[config.mk]
export PLATFORM = sky130hd
export DESIGN_NAME = control_sequencer
export DESIGN_NICKNAME = d
export VERILOG_FILES = /design/src/rtl/control_pkg.sv /design/src/rtl/microcode_rom.sv /design/src/rtl/control_sequencer.sv
export SDC_FILE = /design/constraint.sdc
export NUM_CORES = 1
export LEC_CHECK = 0
export ABC_AREA = 1
export CAP_MARGIN = 10
export CELL_PAD_IN_SITES_DETAIL_PLACEMENT = 1
export CELL_PAD_IN_SITES_GLOBAL_PLACEMENT = 2
export CORE_MARGIN = 4
export CORE_UTILIZATION = 16
export CTS_CLUSTER_DIAMETER = 100
export DETAILED_ROUTE_END_ITERATION = 12
export GPL_TIMING_DRIVEN = 0
export PLACE_DENSITY_LB_ADDON = 0.1
export SLEW_MARGIN = 10
export SYNTH_ARGS = -nofsm -noshare
export SYNTH_HDL_FRONTEND = slang
export SYNTH_SLANG_ARGS = --single-unit
[constraint.sdc]
create_clock -name clk -period 1.68 [get_ports clk]
set_clock_uncertainty 0.15 [all_clocks]
set_input_delay 0.42 -clock clk [delete_from_list [all_inputs] [get_ports clk]]
set_output_delay 0.42 -clock clk [all_outputs]
set_load 0.02 [all_outputs]
[src/rtl/control_pkg.sv]
// Shared types for the bus CPU control sequencer: control word layout, opcodes and T-state constants.
package control_pkg;

    localparam int STEP_W = 3;

    typedef enum logic [3:0] {
        OP_NOP = 4'h0,
        OP_LDA = 4'h1,
        OP_ADD = 4'h2,
        OP_SUB = 4'h3,
        OP_STA = 4'h4,
        OP_LDI = 4'h5,
        OP_JMP = 4'h6,
        OP_JC  = 4'h7,
        OP_JZ  = 4'h8,
        OP_OUT = 4'hE,
        OP_HLT = 4'hF
    } opcode_e;

    typedef struct packed {
        logic pc_out;
        logic pc_inc;
        logic pc_load;
        logic mar_in;
        logic ram_out;
        logic ram_in;
        logic ir_in;
        logic ir_out;
        logic a_in;
        logic a_out;
        logic b_in;
        logic alu_out;
        logic alu_sub;
        logic flags_in;
        logic out_in;
        logic halt;
    } ctrl_t;

    localparam logic [STEP_W-1:0] T0 = 3'd0;
    localparam logic [STEP_W-1:0] T1 = 3'd1;
    localparam logic [STEP_W-1:0] T2 = 3'd2;
    localparam logic [STEP_W-1:0] T3 = 3'd3;
    localparam logic [STEP_W-1:0] T4 = 3'd4;

    // Control word presented for as long as the CPU stays halted.
    localparam ctrl_t CTRL_HALT_ONLY = ctrl_t'(16'h0001);

endpackage

[src/rtl/microcode_rom.sv]
// Combinational microcode table: (T-state, opcode, flags) -> control word and last-step marker.
module microcode_rom
    import control_pkg::*;
#(
    parameter int OPCODE_W = 4
) (
    input  logic [STEP_W-1:0]   step,
    input  logic [OPCODE_W-1:0] opcode,
    input  logic                carry_flag,
    input  logic                zero_flag,
    output ctrl_t               ctrl,
    output logic                last_step
);

    opcode_e op;
    assign op = opcode_e'(opcode[3:0]);

    always_comb begin
        ctrl      = '0;
        last_step = 1'b0;
        case (step)
            T0: begin
                ctrl.pc_out = 1'b1;
                ctrl.mar_in = 1'b1;
            end
            T1: begin
                ctrl.ram_out = 1'b1;
                ctrl.ir_in   = 1'b1;
                ctrl.pc_inc  = 1'b1;
            end
            T2: begin
                // T2 always runs, even when the opcode leaves it empty.
                last_step = 1'b1;
                case (op)
                    OP_LDA, OP_ADD, OP_SUB, OP_STA: begin
                        ctrl.ir_out = 1'b1;
                        ctrl.mar_in = 1'b1;
                        last_step   = 1'b0;
                    end
                    OP_LDI: begin
                        ctrl.ir_out = 1'b1;
                        ctrl.a_in   = 1'b1;
                    end
                    OP_JMP: begin
                        ctrl.ir_out  = 1'b1;
                        ctrl.pc_load = 1'b1;
                    end
                    OP_JC: begin
                        ctrl.ir_out  = carry_flag;
                        ctrl.pc_load = carry_flag;
                    end
                    OP_JZ: begin
                        ctrl.ir_out  = zero_flag;
                        ctrl.pc_load = zero_flag;
                    end
                    OP_OUT: begin
                        ctrl.a_out  = 1'b1;
                        ctrl.out_in = 1'b1;
                    end
                    OP_HLT: begin
                        ctrl.halt = 1'b1;
                    end
                    default: begin
                    end
                endcase
            end
            T3: begin
                last_step = 1'b1;
                case (op)
                    OP_LDA: begin
                        ctrl.ram_out = 1'b1;
                        ctrl.a_in    = 1'b1;
                    end
                    OP_ADD, OP_SUB: begin
                        ctrl.ram_out = 1'b1;
                        ctrl.b_in    = 1'b1;
                        last_step    = 1'b0;
                    end
                    OP_STA: begin
                        ctrl.a_out  = 1'b1;
                        ctrl.ram_in = 1'b1;
                    end
                    default: begin
                    end
                endcase
            end
            T4: begin
                last_step = 1'b1;
                if (op == OP_ADD || op == OP_SUB) begin
                    ctrl.alu_out  = 1'b1;
                    ctrl.a_in     = 1'b1;
                    ctrl.flags_in = 1'b1;
                    ctrl.alu_sub  = (op == OP_SUB);
                end
            end
            default: begin
                last_step = 1'b1;
            end
        endcase
    end

endmodule

[src/rtl/control_sequencer.sv]
// T-state counter, sticky halt latch and reset gating around the microcode ROM.
// Build option: CTRL_EARLY_END_EN returns to T0 right after an instruction's last useful step.
module control_sequencer
    import control_pkg::*;
#(
    parameter int OPCODE_W  = 4,
    parameter int NUM_STEPS = 5
) (
    input  logic                         clk,
    input  logic                         rst,
    input  logic [OPCODE_W-1:0]          opcode,
    input  logic                         carry_flag,
    input  logic                         zero_flag,
    output ctrl_t                        ctrl,
    output logic [$clog2(NUM_STEPS)-1:0] step,
    output logic                         halted
);

    localparam int SW     = $clog2(NUM_STEPS);
    localparam int CTRL_W = $bits(ctrl_t);
    localparam logic [SW-1:0] LAST_STEP = SW'(NUM_STEPS - 1);

    logic [SW-1:0] step_reg, step_next;
    logic          halted_reg, halted_next;
    ctrl_t         rom_ctrl;
    logic          rom_last;
    logic          wrap;

    microcode_rom #(
        .OPCODE_W(OPCODE_W)
    ) u_rom (
        .step      (step_reg),
        .opcode    (opcode),
        .carry_flag(carry_flag),
        .zero_flag (zero_flag),
        .ctrl      (rom_ctrl),
        .last_step (rom_last)
    );

`ifdef CTRL_EARLY_END_EN
    assign wrap = rom_last || (step_reg == LAST_STEP);
`else
    logic unused_rom_last;
    assign unused_rom_last = rom_last;
    assign wrap = (step_reg == LAST_STEP);
`endif

    always_comb begin
        step_next   = step_reg;
        halted_next = halted_reg;
        if (!halted_reg) begin
            // HLT T2 latches halt and leaves step parked at T2.
            if (rom_ctrl.halt) begin
                halted_next = 1'b1;
            end else if (wrap) begin
                step_next = '0;
            end else begin
                step_next = step_reg + SW'(1);
            end
        end
    end

    always_ff @(posedge clk or negedge rst) begin
        if (!rst) begin
            step_reg   <= '0;
            halted_reg <= 1'b0;
        end else begin
            step_reg   <= step_next;
            halted_reg <= halted_next;
        end
    end

    // Reset masks the control word combinationally so no strobe escapes mid-instruction.
    logic [CTRL_W-1:0] ctrl_raw, ctrl_gated;
    assign ctrl_raw = halted_reg ? CTRL_HALT_ONLY : rom_ctrl;

    genvar gi;
    generate
        for (gi = 0; gi < CTRL_W; gi++) begin : g_gate
            assign ctrl_gated[gi] = rst & ctrl_raw[gi];
        end
    endgenerate

    assign ctrl   = ctrl_t'(ctrl_gated);
    assign step   = step_reg;
    assign halted = halted_reg;

endmodule
After elaboration in Yosys (flattened, before gate mapping)
Index checks and enable logic that the tools add are counted.
- bitwise logic cells: 18
- divide/modulo/power cells: 0
- multipliers: 0
- $lt $le $gt $ge: 0
- reduce and logical (&&, ||, !) cells: 7
- add/subtract/negate cells: 1
- shift-type cells: 0
- muxes and demuxes: 28
- equality and inequality tests: 14
- operators with widths (operator ; number):
    $mux 1 ; 17
    $and 1x1->1 ; 16
    $eq 4x3->1 const B ; 4
    $mux 16 ; 1
    $eq 4x4->1 const B ; 3
    $mux 3 ; 3
    $pmux 1 s3 ; 3
    $eq 4x2->1 const B ; 2
    $eq 3x2->1 const B ; 2
    $pmux 1 s2 ; 3
    $reduce_or 6->1 ; 1
    $eq 4x1->1 const B ; 1
    $reduce_or 4->1 ; 1
    $add 3x1->3 const B ; 1
    $eq 3x1->1 const B ; 1
    $eq 3x3->1 const B ; 1
    $logic_not 3->1 ; 1
    $reduce_or 3->1 ; 1
    $mux 2 ; 1
    $not 1->1 ; 2
    $reduce_and 2->1 ; 1
    $reduce_or 2->1 ; 1
    $logic_or 1x1->1 ; 1
- bits in latches: 0
- input bits: 8
- flip-flop bits (word level): 4
- word-level logic and storage cells: 70
- RAM bits: 0
- memories kept: 0
- bits in read-only memories: 0
- output and inout port bits: 20

Logic depth before layout (Yosys ltp)
- depth after elaboration: 6
- mapped depth: 8
- gate-level depth less buffers: 8

Hierarchy
A second synthesis with hierarchy kept.
- cells, all modules: 122
- area total of the unflattened synthesis: 633.1 um^2
- by module, submodules not included (module ; area each (um^2) ; instances ; cells an instance ; seq. area each (um^2)):
    control_sequencer ; 349.1 ; 1 ; 59 ; 100.1
    microcode_rom ; 284.0 ; 1 ; 63 ; 0.0

Worst setup path after synthesis
Ideal clock, no wire load.
- path type: reg2out
- start: reg step_reg[0] (netlist: step[0])
- end: out ctrl[4] (netlist bit)
- slack: -0.493 ns
- data required time: 1.110 ns
- cell stages (with the launch flop): 8
- arrival time: 1.603 ns
- cell sequence: dfrtp_1 > inv_1 > ha_1 > nand2_1 > inv_1 > nand3_1 > nor2_1 > buf_4
- RTL lines (element ; RTL line ; text):
    from (decl) ; control_sequencer.sv:23 ; logic [SW-1:0] step_reg, step_next;
    from (signal assigned) ; control_sequencer.sv:68 ; step_reg <= step_next;
    to (decl) ; control_sequencer.sv:14 ; output ctrl_t ctrl,

==> flow_summary_export.csv <==
group,metric,value,unit
global_route,first_global_vias,821,
global_route,grt_overflow,0,
power,total_power,303.2,uW
power,p_sw,89.24,uW
power,total_leakage_power,0.5371,nW
synthesis,syn_area_per_cell,6.003,um2
synthesis,synth_cells,89,
clock_tree,clock_tree.root_cell,"sky130_fd_sc_hd__clkbuf_4",
clock_tree,ctsLongestPathBuffers,2,
sta,final_period_minus_worst_setup_slack,2085,ps
power,seq_power_share,31.9,%
synthesis,yosys-top-cells-count,"28 x sky130_fd_sc_hd__nand2_1, 13 x sky130_fd_sc_hd__nor2_1, 9 x sky130_fd_sc_hd__inv_1",
layout,largest_register_ff_count,3,
sta,worst_slew_pin_slew,316.2,ps
setup_path,end_kind,"output pin",
setup_path,timing.critical_path.fanout_max,4,
worst_hold_path,hold_path_class,"reg -> reg",
layout,post_route_cells_drive_above_1_share,71.11,%
power,power_frac_comb,23.2,%
global_route,gr-usage-all-layers,11.00,%
clock_tree,tritoncts.num_buffers,3,
setup_path,worst_r2r_path_depth,7,
setup_path,reg2reg_setup_slack,130,ps
clock_tree,cts.sink_count,4,
status,outcome,"complete, but fails checks",
placed_design,place_congestion,0.6876,
die,floorplan.initialDensity,17.08,%
synthesis,number_of_nets_in_the_synthesized_netlist,102,
power,clkPwrFrac,44.9,%
setup_path,r2r_end,"step[2]",
power,power.density,238.5,nW/um2
routing,wl_per_cell,11.73,um
synthesis,yosysUniqueCellTypes,20,
die,fp.dieArea,4328,um2
clock_tree,worst_setup_hold_path_clk_slew,40,ps
synthesis,postSynthRegisterBits,4,
die,coreArea,3128,um2
die,row_count,20,
clock_tree,insertion_delay,250,ps
routing,route.vias.total,729,
sta,max_freq,479.6,MHz
routing,drt.antenna.violating_nets,0,
job,max-cap-violations,0,
placed_design,port_buffers,27,
sta,fraction_of_the_cycle_the_final_worst_path_needs,124.1,%
layout,total_inserted_antenna_cells,0,
routing,routed_wirelength,2099,um
placed_design,placed_cells_incl_taps,160,
setup_path,critPathLaunchType,"register",
routing,vias_per_cell,4.073,
clock_tree,cts_max_level,1,
synthesis,synth_most_common_cell,"sky130_fd_sc_hd__nand2_1",
synthesis,synth_enable_flop_cells,0,
worst_hold_path,hold_end,"step[2]",
synthesis,synthFlopType,"sky130_fd_sc_hd__dfrtp_1",
power,ir_drop,291.4,uV
sta,timing.final.ws_setup,-405.0,ps
sta,setup_violations,16,
synthesis,cell_area_after_technology_mapping,534.3,um2
power,cell_internal_pwr,214.0,uW
worst_hold_path,hold_path.startpoint,"halted",
setup_path,critical_path_arrival,1510,ps
die,die_w,65.79,um
worst_hold_path,min_delay_path_depth,2,
power,swShare,29.43,%
global_route,grt_antenna_before_repair,0,
sta,report.final.hold_viol_count,0,
layout,layout.nets,149,
status,failed_checks,"setup timing",
sta,maxSlewHeadroom,78.84,%
global_route,grt_start_max_net_pins,8,
sta,number_of_slew_limit_violations_in_the_final_report,0,
synthesis,post-synth-top-area-cell,"sky130_fd_sc_hd__nand2_1",
layout,area_growth_syn_to_layout,137.9,%
global_route,grt_pass1_wl,3663,um
clock_tree,clock_tree_from_tritoncts,"built",
routing,first_pass_iters,3,
synthesis,synth.area.top_cells,"sky130_fd_sc_hd__nand2_1 20%, sky130_fd_sc_hd__dfrtp_1 19%, sky130_fd_sc_hd__ha_1 12%",
synthesis,post-synth-top-area-fraction,19.67,%
die,boundary_pin_count,28,
synthesis,ffs_w_async_s_r_synth,100.0,%
setup_path,reg2reg_from,"step[0]",
routing,initialDrtViolationCount,15,
synthesis,proportion_of_synthesized_chip_area_in_sequential_cells,18.74,%
layout,layout.cells.non_filler,179,
setup_path,required_worst_endpoint,1110,ps
routing,drt_drc_violations_left,0,
synthesis,yosys_warning_count,0,
sta,grt_setup_unrepaired,"yes",
die,dieHeight,65.79,um
placed_design,detailedPlacementHpwl,1593,um
setup_path,criticalPathCategory,"reg -> out",
sta,setup_tns,-5287,ps
## what timing repair did
item	in CTS	in global routing
hold buffers	1	0
buffers inserted	9	5
hold endpoints to repair	4	0
gates resized for setup	143	10
pin swaps	10	5
setup endpoints to repair	20	17
## cells by family (layout without fill, tap and decap cells)
logic type | Yosys count | in the layout | share of synthesized area [%]
simple gates | 59 | 59 | 50.82
buf+inv | 13 | 59 | 10.54
compound gates | 8 | 8 | 8.196
fa+ha+maj | 5 | 5 | 11.71
flops | 4 | 4 | 18.74
## worst max-delay path by stage
stage          startpoint       to  slack [ps]  cells past startpoint
3_3_place_gp          rst  ctrl[5]       -1290                      6
5_1_grt           step[0]  ctrl[4]        -490                      8
6_report          step[0]  ctrl[4]        -400                      8
3_5_place_dp          rst  ctrl[5]       -1300                      6
4_1_cts           step[0]  ctrl[5]        -400                      5
2_1_floorplan     step[0]  ctrl[4]        -170                      7
## area by class of cell
cell class / instances / area (um2)
Tap cell: 44 / 55.05
Multi-Input combinational cell: 72 / 634.4
Buffer: 2 / 18.77
Timing Repair Buffer: 42 / 381.6
Clock buffer: 4 / 26.28
Sequential cell: 4 / 103.9
Fill cell: 389 / 1857
Inverter: 11 / 51.30
## power groups by stage
| stage | clock network [mW] | logic [mW] | registers, mW |
|---|---|---|---|
| final | 0.136 | 0.0702 | 0.0968 |
| after global routing | 0.151 | 0.0789 | 0.0966 |
| after CTS | 0.145 | 0.0713 | 0.0967 |
| after detailed placement | 0 | 0.0618 | 0.0981 |
| after global placement | 0 | 0.0617 | 0.0981 |
| after floorplan | 0 | 0.0280 | 0.0981 |
## cell usage in the layout, fill, tap and decap left out, drive strengths merged
cell type	instances
dfrtp	4
clkdlybuf4s15	3
clkdlybuf4s50	2
o22ai	1
ha	5
nor3	1
nor4	1
buf	35
nor2	16
nand2	33
o21ai	4
nand3	7
a21oi	2
or2	1
inv	11
clkbuf	4
dlygate4sd2	3
a21boi	1
dlygate4sd3	1
## metrics by stage
stage	setup WS [ps]	instance area [um2]	hold slack [ps]	util [%]
after floorplan	-174.0	675.6	-25.59	-
after global placement	-1286	1001	388.2	32.00
after detailed placement	-1297	1001	387.1	32.00
after CTS	-401.6	1201	433.0	38.40
after global routing	-487.8	1271	486.6	40.64
final	-405.0	1271	423.4	40.64
## per-layer routing
layer	routed length, um	vias up	track usage, %
met5	0	-	0
met4	36	0	5.440
met3	89	3	1.190
met2	1215	16	21.28
met1	758	339	11.51
li1	-	371	-
## worst max-delay path, cell delays in order, from the launching register on
cell	delay, ps
sky130_fd_sc_hd__dfrtp_2	450
sky130_fd_sc_hd__inv_4	100
sky130_fd_sc_hd__ha_4	140
sky130_fd_sc_hd__nand2_4	60
sky130_fd_sc_hd__inv_4	70
sky130_fd_sc_hd__nand3_4	100
sky130_fd_sc_hd__nor2_4	140
sky130_fd_sc_hd__buf_6	100
sky130_fd_sc_hd__buf_6	100
(Power assumes the default switching activity.)
